`config.mk`:
```
export PLATFORM = sky130hd
export DESIGN_NAME = ext_stage
export DESIGN_NICKNAME = d
export VERILOG_FILES = /design/src/rtl/ext_pkg.sv /design/src/rtl/ext_lane_sel.sv /design/src/rtl/ext_stage.sv
export SDC_FILE = /design/constraint.sdc
export NUM_CORES = 1
export LEC_CHECK = 0
export CAP_MARGIN = 20
export CORE_MARGIN = 4
export CORE_UTILIZATION = 50
export CTS_BUF_LIST = sky130_fd_sc_hd__clkbuf_8
export DETAILED_ROUTE_END_ITERATION = 7
export PLACE_DENSITY = 0.83
export SETUP_SLACK_MARGIN = 0.05
export SLEW_MARGIN = 20
export SYNTH_ARGS = -nofsm -noshare
export SYNTH_HDL_FRONTEND = slang
export SYNTH_HIERARCHICAL = 1
export SYNTH_SLANG_ARGS = --single-unit
```
`constraint.sdc`:
```
create_clock -name clk -period 2.2 [get_ports clk]
set_clock_uncertainty 0.15 [all_clocks]
set_input_delay 0.22 -clock clk [delete_from_list [all_inputs] [get_ports clk]]
set_output_delay 0.22 -clock clk [all_outputs]
set_load 0.005 [all_outputs]
```
`src/rtl/ext_pkg.sv`:
```
`default_nettype none
// ============================================================================
// Module      : ext_pkg
// Description : Shared definitions for the extension/alignment stage.
//               Holds the 3-bit extension mode encodings and the load
//               misalignment predicate.
// Revision    : 1.0 - initial release
// ============================================================================
package ext_pkg;

    // Extension mode encodings (3-bit).
    typedef enum logic [2:0] {
        EXT_ZERO    = 3'd0,
        EXT_SIGNED  = 3'd1,
        EXT_HIGHPOS = 3'd2,
        EXT_LB      = 3'd3,
        EXT_LBU     = 3'd4,
        EXT_LH      = 3'd5,
        EXT_LHU     = 3'd6,
        EXT_LW      = 3'd7
    } ext_mode_e;

    // Half loads need an even byte offset and word loads need offset 0.
    // Byte loads and immediate modes never fault.
    function automatic logic ext_misaligned(input ext_mode_e mode,
                                            input logic [1:0] addr_lo);
        logic mis;
        case (mode)
            EXT_LH, EXT_LHU: mis = addr_lo[0];
            EXT_LW:          mis = (addr_lo != 2'b00);
            default:         mis = 1'b0;
        endcase
        return mis;
    endfunction

endpackage : ext_pkg
`default_nettype wire

```
`src/rtl/ext_lane_sel.sv`:
```
`default_nettype none
// ============================================================================
// Module      : ext_lane_sel
// Description : Combinational immediate extension and load lane selection.
//               Produces the extended value and a misalignment flag; the
//               value is forced to zero for a misaligned load.
//               Build option: EXT_BIG_ENDIAN_EN selects big-endian lanes.
// Revision    : 1.0 - initial release
// ============================================================================
module ext_lane_sel
    import ext_pkg::*;
#(
    parameter int DATA_W = 32,
    parameter int IMM_W  = 16
) (
    input  logic [DATA_W-1:0] din,
    input  logic [1:0]        addr_lo,
    input  logic [2:0]        mode,
    output logic [DATA_W-1:0] ext_val,
    output logic              misalign
);

    ext_mode_e         mode_e;
    logic [31:0]       word;
    logic [IMM_W-1:0]  imm;
    logic [1:0]        byte_lane;
    logic              half_lane;
    logic [7:0]        lane_byte;
    logic [15:0]       lane_half;
    logic [DATA_W-1:0] word_ext;

    assign mode_e = ext_mode_e'(mode);
    assign word   = din[31:0];
    assign imm    = din[IMM_W-1:0];

`ifdef EXT_BIG_ENDIAN_EN
    // Big-endian: byte offset 0 is the most significant lane.
    assign byte_lane = 2'd3 - addr_lo;
    assign half_lane = ~addr_lo[1];
`else
    // Little-endian: byte offset 0 is the least significant lane.
    assign byte_lane = addr_lo;
    assign half_lane = addr_lo[1];
`endif

    assign lane_byte = word[{byte_lane, 3'b000} +: 8];
    assign lane_half = half_lane ? word[31:16] : word[15:0];

    // Word loads are sign-extended only when the datapath is wider than 32.
    generate
        if (DATA_W > 32) begin : g_word_sext
            logic unused_din_hi;
            assign unused_din_hi = ^din[DATA_W-1:32];
            assign word_ext      = {{(DATA_W-32){word[31]}}, word};
        end else begin : g_word_native
            assign word_ext = word;
        end
    endgenerate

    // Select the extended result; a faulting load yields zero.
    always_comb begin
        misalign = ext_misaligned(mode_e, addr_lo);
        ext_val  = '0;
        if (!misalign) begin
            case (mode_e)
                EXT_ZERO:    ext_val = {{(DATA_W-IMM_W){1'b0}}, imm};
                EXT_SIGNED:  ext_val = {{(DATA_W-IMM_W){imm[IMM_W-1]}}, imm};
                EXT_HIGHPOS: ext_val = {imm, {(DATA_W-IMM_W){1'b0}}};
                EXT_LB:      ext_val = {{(DATA_W-8){lane_byte[7]}}, lane_byte};
                EXT_LBU:     ext_val = {{(DATA_W-8){1'b0}}, lane_byte};
                EXT_LH:      ext_val = {{(DATA_W-16){lane_half[15]}}, lane_half};
                EXT_LHU:     ext_val = {{(DATA_W-16){1'b0}}, lane_half};
                EXT_LW:      ext_val = word_ext;
                default:     ext_val = '0;
            endcase
        end
    end

endmodule : ext_lane_sel
`default_nettype wire

```
`src/rtl/ext_stage.sv`:
```
`default_nettype none
// ============================================================================
// Module      : ext_stage
// Description : Registered extension/alignment stage with valid/ready
//               handshake, flush, misalignment flag and saturating
//               misalignment counter.
//               Build option: EXT_BIG_ENDIAN_EN (big-endian load lanes).
//               DATA_W must be 32 or 64; IMM_W <= DATA_W/2.
// Revision    : 1.0 - initial release
// ============================================================================
module ext_stage
    import ext_pkg::*;
#(
    parameter int DATA_W    = 32,
    parameter int IMM_W     = 16,
    parameter int ERR_CNT_W = 8
) (
    input  logic                 clk,
    input  logic                 rst_n,
    input  logic                 flush,
    input  logic                 in_valid,
    output logic                 in_ready,
    input  logic [2:0]           mode,
    input  logic [1:0]           addr_lo,
    input  logic [DATA_W-1:0]    din,
    output logic                 out_valid,
    input  logic                 out_ready,
    output logic [DATA_W-1:0]    dout,
    output logic                 err_misalign,
    output logic [ERR_CNT_W-1:0] err_cnt
);

    logic [DATA_W-1:0]    ext_val;
    logic                 ext_mis;
    logic                 accept;

    logic                 valid_d,   valid_q;
    logic [DATA_W-1:0]    dout_d,    dout_q;
    logic                 err_d,     err_q;
    logic [ERR_CNT_W-1:0] err_cnt_d, err_cnt_q;

    ext_lane_sel #(
        .DATA_W (DATA_W),
        .IMM_W  (IMM_W)
    ) u_lane_sel (
        .din      (din),
        .addr_lo  (addr_lo),
        .mode     (mode),
        .ext_val  (ext_val),
        .misalign (ext_mis)
    );

    assign in_ready = !valid_q || out_ready;
    assign accept   = in_valid && in_ready;

    // Next-state for the output register; flush overrides any accept.
    always_comb begin
        valid_d   = valid_q;
        dout_d    = dout_q;
        err_d     = err_q;
        err_cnt_d = err_cnt_q;
        if (flush) begin
            valid_d = 1'b0;
            err_d   = 1'b0;
        end else if (accept) begin
            valid_d = 1'b1;
            dout_d  = ext_val;
            err_d   = ext_mis;
            if (ext_mis && !(&err_cnt_q)) begin
                err_cnt_d = err_cnt_q + 1'b1;
            end
        end else if (out_ready) begin
            valid_d = 1'b0;
        end
    end

    // Output register with asynchronous clear.
    always_ff @(posedge clk or negedge rst_n) begin
        if (!rst_n) begin
            valid_q   <= 1'b0;
            dout_q    <= '0;
            err_q     <= 1'b0;
            err_cnt_q <= '0;
        end else begin
            valid_q   <= valid_d;
            dout_q    <= dout_d;
            err_q     <= err_d;
            err_cnt_q <= err_cnt_d;
        end
    end

    assign out_valid    = valid_q;
    assign dout         = dout_q;
    assign err_misalign = err_q;
    assign err_cnt      = err_cnt_q;

endmodule : ext_stage
`default_nettype wire
```
---- Word-level counts from Yosys, hierarchy flattened ----
Index checks and enable logic that the tools add are counted.
operators by class
  shifts and indexed selects .............. 1
  reduce and logical (&&, ||, !) cells .... 13
  bitwise gates (word level) .............. 1
  mux-type cells .......................... 9
  $lt $le $gt $ge ......................... 0
  multipliers ............................. 0
  add/sub/neg operators ................... 1
  divide/modulo/power cells ............... 0
  equal/unequal tests ..................... 7
operators by type and width
  kind                                            count
  case mux 32 bit (8 select lines)                1
  two-way mux 32 bit                              1
  indexed part select 32 x 6 -> 8 bit             1
  two-way mux 16 bit                              1
  == test 3 bit (second input constant)           4
  adder 8 x 1 -> 8 bit (second input constant)    1
  AND reduction 8 bit                             1
  == test 3 x 2 -> 1 bit (second input constant)  2
  two-way mux 1 bit                               5
  nonzero test 2 bit                              2
  == test 3 x 1 -> 1 bit (second input constant)  1
  logical NOT 3 bit                               1
  AND reduction 3 bit                             1
  nonzero test 3 bit                              1
  logical AND 1 bit                               2
  logical NOT 1 bit                               2
  case mux 1 bit (2 select lines)                 1
  AND reduction 2 bit                             1
  OR reduction 2 bit                              1
  logical OR 1 bit                                1
  inverter 1 bit                                  1
word-level totals
  ROM bits ................................ 0
  memories kept ........................... 0
  bits of input ports ..................... 42
  RAM bits ................................ 0
  bits in registers ....................... 42
  bits in latches ......................... 0

---- Logic depth before layout (Yosys ltp) ----
  depth in word-level cells ............... 5
  gate-level depth with buffers ........... 8

---- Hierarchy ----
The synthesis kept the hierarchy.
modules (own cells, without submodules)
  module        cells an instance  instances  area an instance (um^2)  sequential area each (um^2)
  ext_stage     116                1          1701.6                   1051.0
  ext_lane_sel  216                1          1408.9                   0.0

---- Least setup slack after synthesis ----
Ideal clock, no wire load.
  path kind ............................... in2reg
  start point ............................. input port mode[0]
  end point ............................... register err_cnt_q[7], in the netlist err_cnt[7]
  data required time ...................... 1.922 ns
  stages on the path ...................... 8
  slack ................................... -0.042 ns
  arrival ................................. 1.964 ns
  path through ............................ buf_2 -> inv_1 -> o21ai_0 -> and2_1 -> buf_2 -> or3b_4 -> nor4_4 -> mux2_1
between the ends
  cells in the longest elaborated chain, start to end .. 5
RTL lines
  item                               RTL line         text
  start: declaration                 ext_stage.sv:23  input logic [2:0] mode,
  == test 3 bit                      ext_pkg.sv:28    case (mode)
  OR reduction 2 bit                 ext_pkg.sv:28
  case mux 1 bit (2 select lines) *  ext_pkg.sv:28
  via ext_mis                        ext_stage.sv:34  logic ext_mis;
  logical AND 1 bit *                ext_stage.sv:69  if (ext_mis && !(&err_cnt_q)) begin
  AND reduction 3 bit (no line) *    -
  end signal: assignment             ext_stage.sv:88  err_cnt_q <= err_cnt_d;
  end: declaration                   ext_stage.sv:40  logic [ERR_CNT_W-1:0] err_cnt_d, err_cnt_q;
Mark *: on every way through the listed nets, which the timed path passes. The rest lies on a longest branch.
A chain may end at the register's enable or synchronous reset.

---- Worst setup path in the final report ----
  start point ............................. input port addr_lo[1]
  end point ............................... register dout_q[30], in the netlist dout[30]
between the ends
  cells in the longest elaborated chain, start to end .. 3
RTL lines
  item                                                                                        RTL line                           text
  start: declaration                                                                          ext_stage.sv:24                    input logic [1:0] addr_lo,
  indexed part select 32 x 6 -> 8 bit (tied with other cells)                                 ext_lane_sel.sv:46                 assign lane_byte = word[{byte_lane, 3'b000} +: 8];
  case mux 32 bit (8 select lines) / case mux 1 bit (2 select lines) (equally long branches)  ext_lane_sel.sv:65, ext_pkg.sv:28
  two-way mux 32 bit *                                                                        ext_lane_sel.sv:64                 if (!misalign) begin
  via ext_val[30]                                                                             ext_stage.sv:33                    logic [DATA_W-1:0] ext_val;
  end signal: assignment                                                                      ext_stage.sv:86                    dout_q <= dout_d;
  end: declaration                                                                            ext_stage.sv:38                    logic [DATA_W-1:0] dout_d, dout_q;
Marks and branches as above.

==> summary.md <==
| Metric | Value |
|---|---|
| Final Critical Period | ~2100 ps |
| Final setup fails | 0 |
| Setup Crit Path Kind | primary input to flip-flop |
| Row cnt | 28 |
| Share of cells above drive strength 1 | 0.274 |
| WL per Instance | 19.2 um |
| Final ANT Viol Nets | 0 |
| Total CTS buffers | 5 |
| First-pass GRT wire length | ~16000 um |
| Starting Density | 0.519 |
| Crit path capture type | flip-flop |
| Final hold slack | between 200 and 300 ps |
| Clock tree buffer depth | 2 |
| Register area share after synthesis | 0.338 |
| Run status | finished clean |
| Tcrit/Tclk final | 0.966 |
| DRT Pass-1 Iters | 6 |
| Req. time, crit path | ~2200 ps |
| Detailed placement HPWL | between 7000 and 8000 um |
| Wirelength, routed | roughly 10000 um |
| Worst path cell trace | clkdlybuf4s50_1, buf_4, mux2i_2, o22ai_4, a31oi_4, buf_4, a21oi_1, mux2_2 |
| Initial antenna violation count | 0 |
| N_diodes | 0 |
| Placed Area | between 0.004 and 0.005 sq mm |
| Peak VDD IR | 533 uV |
| Startpoint types | primary input |
| Distinct cells, synth | 52 |
| HP Class | primary input to async pin |
| PortBufs | 84 |
| Die ar. | 0.00755 sq mm |
| Adder-Cell Fraction of Synth Area | 0.00402 |
| Compound-gate portion of the synthesized area | 0.207 |
| Number of synthesized register bits | 42 |
| Syn. warnings | 6 |
| Setup TNS | 0 ps |
| Pin count of the biggest net entering global routing | 33 |
| Largest family of logic cells by synthesized area | compound AO/OA/AOI/OAI gates |
| Max H-tree Level | 2 |
| Post-route cell area | 0.00447 sq mm |
| Hold violation count in the final report | 0 |
| Area of the mapped netlist | 0.00311 sq mm |
| Grt ovf | 0 |
| Slew @ Worst Pin | ~570 ps |
| Synthesized instance count | roughly 330 |
| Cell Pwr Density | about 570 mW/mm^2 |
| CP most frequent cell | buf_4 |
| Fin. max-slew vios | 0 |
| Global-route usage over all layers | 0.262 |
| Max-cap viol count | 0 |
| Routability cong. | between 0.9 and 1 |
| Worst slew margin | 0.620 |
| Clock-pin slew on the worst setup and hold paths | roughly 90 ps |
| XOR/XNOR share of the synthesized area | 0.0113 |
| Layout area overhead | 43.6% |
| Die H | 86.9 um |
| DR iter-0 viols | 310 |
| Syn nets | 375 |
| EDFF count, synth | 0 |
| Mux contribution to synthesized area | 0.169 |
| Fmax | about 470 MHz |
| Vias in the first global route | 3187 |
| Area of the core | roughly 0.0060 sq mm |
| Pleak | around 0.0019 uW |
| CP max stage delay | 480 ps |
| Synth area leaders | dfrtp_1 34%, mux2_2 16%, a22o_1 4.5% |
| RSZ-0062 raised after global routing | true |
| Mean Syn Cell Area | 9.37 sq um |
| Area leader, netlist | dfrtp_1 |
| Clock root buffer | clkbuf_8 |
| # DRC | 0 |
| Overall power | between 2000 and 3000 uW |
| Final core utilization | 0.746 |
| Skew-Pair Late Insertion Delay | around 300 ps |
| WP data arrival | 2160 ps |
| FFs w/ async S/R, synth | 1.00 |
| Ys flop type | dfrtp_1 |
| Ports | 85 |
| Die width | approximately 87 um |
| Share of the synthesized area in the top cell type | 0.338 |
| Nets | roughly 490 |
| Synth Area in Simple Gates | 0.204 |
| CP max FO | 10 |
| Sink Count | 42 |
| Crit path max-delay cell type | clkdlybuf4s50_1 |
| CTS tree | built |
| Routed via count | 3255 |
| R2R cell count | 5 |
| Vias per cell | around 6.3 |
logic make-up after synthesis:
group	after synthesis
compound gates	92
xor+xnor	4
fa+ha+maj	1
buf+inv	40
flops	42
mux	47
simple gates	106
layer usage:
layer,track usage,up-vias,wire [um],share of wire
met4,0.108,0,283,0.028
met3,0.0520,36,911,0.091
met2,0.426,207,4790,0.48
li1,-,1467,-,-
met1,0.340,1545,4000,0.40
met5,0,-,0,0
synth_stat cells (7+ instances only):
master / n
buf_2: 14
a22o_1: 16
a21oi_1: 27
inv_1: 10
nand4_1: 8
nand4b_1: 7
clkbuf_1: 7
mux2_2: 43
nand2_1: 27
nand3_1: 7
dfrtp_1: 42
nor2b_1: 9
o21ai_0: 17
nor3_1: 8
nor2_1: 12
sequential cells by signal, summed over array words and instances, names as in the netlist:
register,cells
out_valid,1
dout,32
err_misalign,1
err_cnt,8
critical path, delay by kind of cell:
family / cells / cell delay [ps]
buf+inv: 3 / 870
mux: 2 / 590
compound gates: 3 / 470
layout make-up:
type	instances	area [sq um]
Tap cell	75	93.8
Timing Repair Buffer	134	1260
Clock buffer	5	68.8
Multi-Input combinational cell	250	1920
Sequential cell	42	1050
Fill cell	443	1520
Inverter	11	45.0
Clock inverter	3	23.8
metrics by stage:
stage,instances,worst slack (ps)
6_report,520,75.7
5_1_grt,520,42.3
4_1_cts,516,55.5
3_5_place_dp,507,-333
3_3_place_gp,507,-247
2_1_floorplan,332,72.7
power breakdown:
part	switching [uW]	leakage, uW	total (uW)	internal (uW)
Sequential	106	0.000547	1020	910
Clock	295	0.0000408	522	227
Combinational	411	0.00127	1000	593
cells in the final DEF (no fill, tap or decap), types with 2 or more instances in the layout:
cell type	instances
clkdlybuf4s50_1	82
xor2_1	2
nor2_1	12
nor3_1	6
a221oi_1	6
o21ai_0	16
nand3_1	7
and2_1	2
nand4b_1	7
o21ai_1	3
clkinvlp_4	3
mux2_1	2
clkbuf_8	5
inv_1	10
dfrtp_1	42
and3_1	6
nand3b_1	6
mux2_2	43
nor2b_1	8
nor2_2	2
a22oi_1	6
buf_4	42
buf_12	2
xnor2_1	2
a21oi_1	27
nor3_2	2
nand4_1	8
a22o_1	16
o21ai_2	2
buf_6	4
o311ai_0	6
nand2_1	27
nand2b_1	2
worst paths after layout:
kind | from | endpoint | slack, ps
worst max-delay path | addr_lo[1] | dout[30] | 80
worst min-delay path | rst_n | dout[21] | 290
worst max register to register | err_cnt[0] | err_cnt[1] | 380
worst min register to register | dout[22] | dout[22] | 360
max in group asynchronous | rst_n | dout[12] | 1050
min in group clk | dout[22] | dout[22] | 360
what timing repair did:
item / 4_1_cts / 5_1_grt
endpoints found under the setup margin: 4 / 27
buffers inserted: 0 / 4
pin swaps: 0 / 3
gates resized for setup: 4 / 17
hold endpoints to repair: 23 / 0
hold buffers: 1 / 0
(Power assumes the default switching activity.)
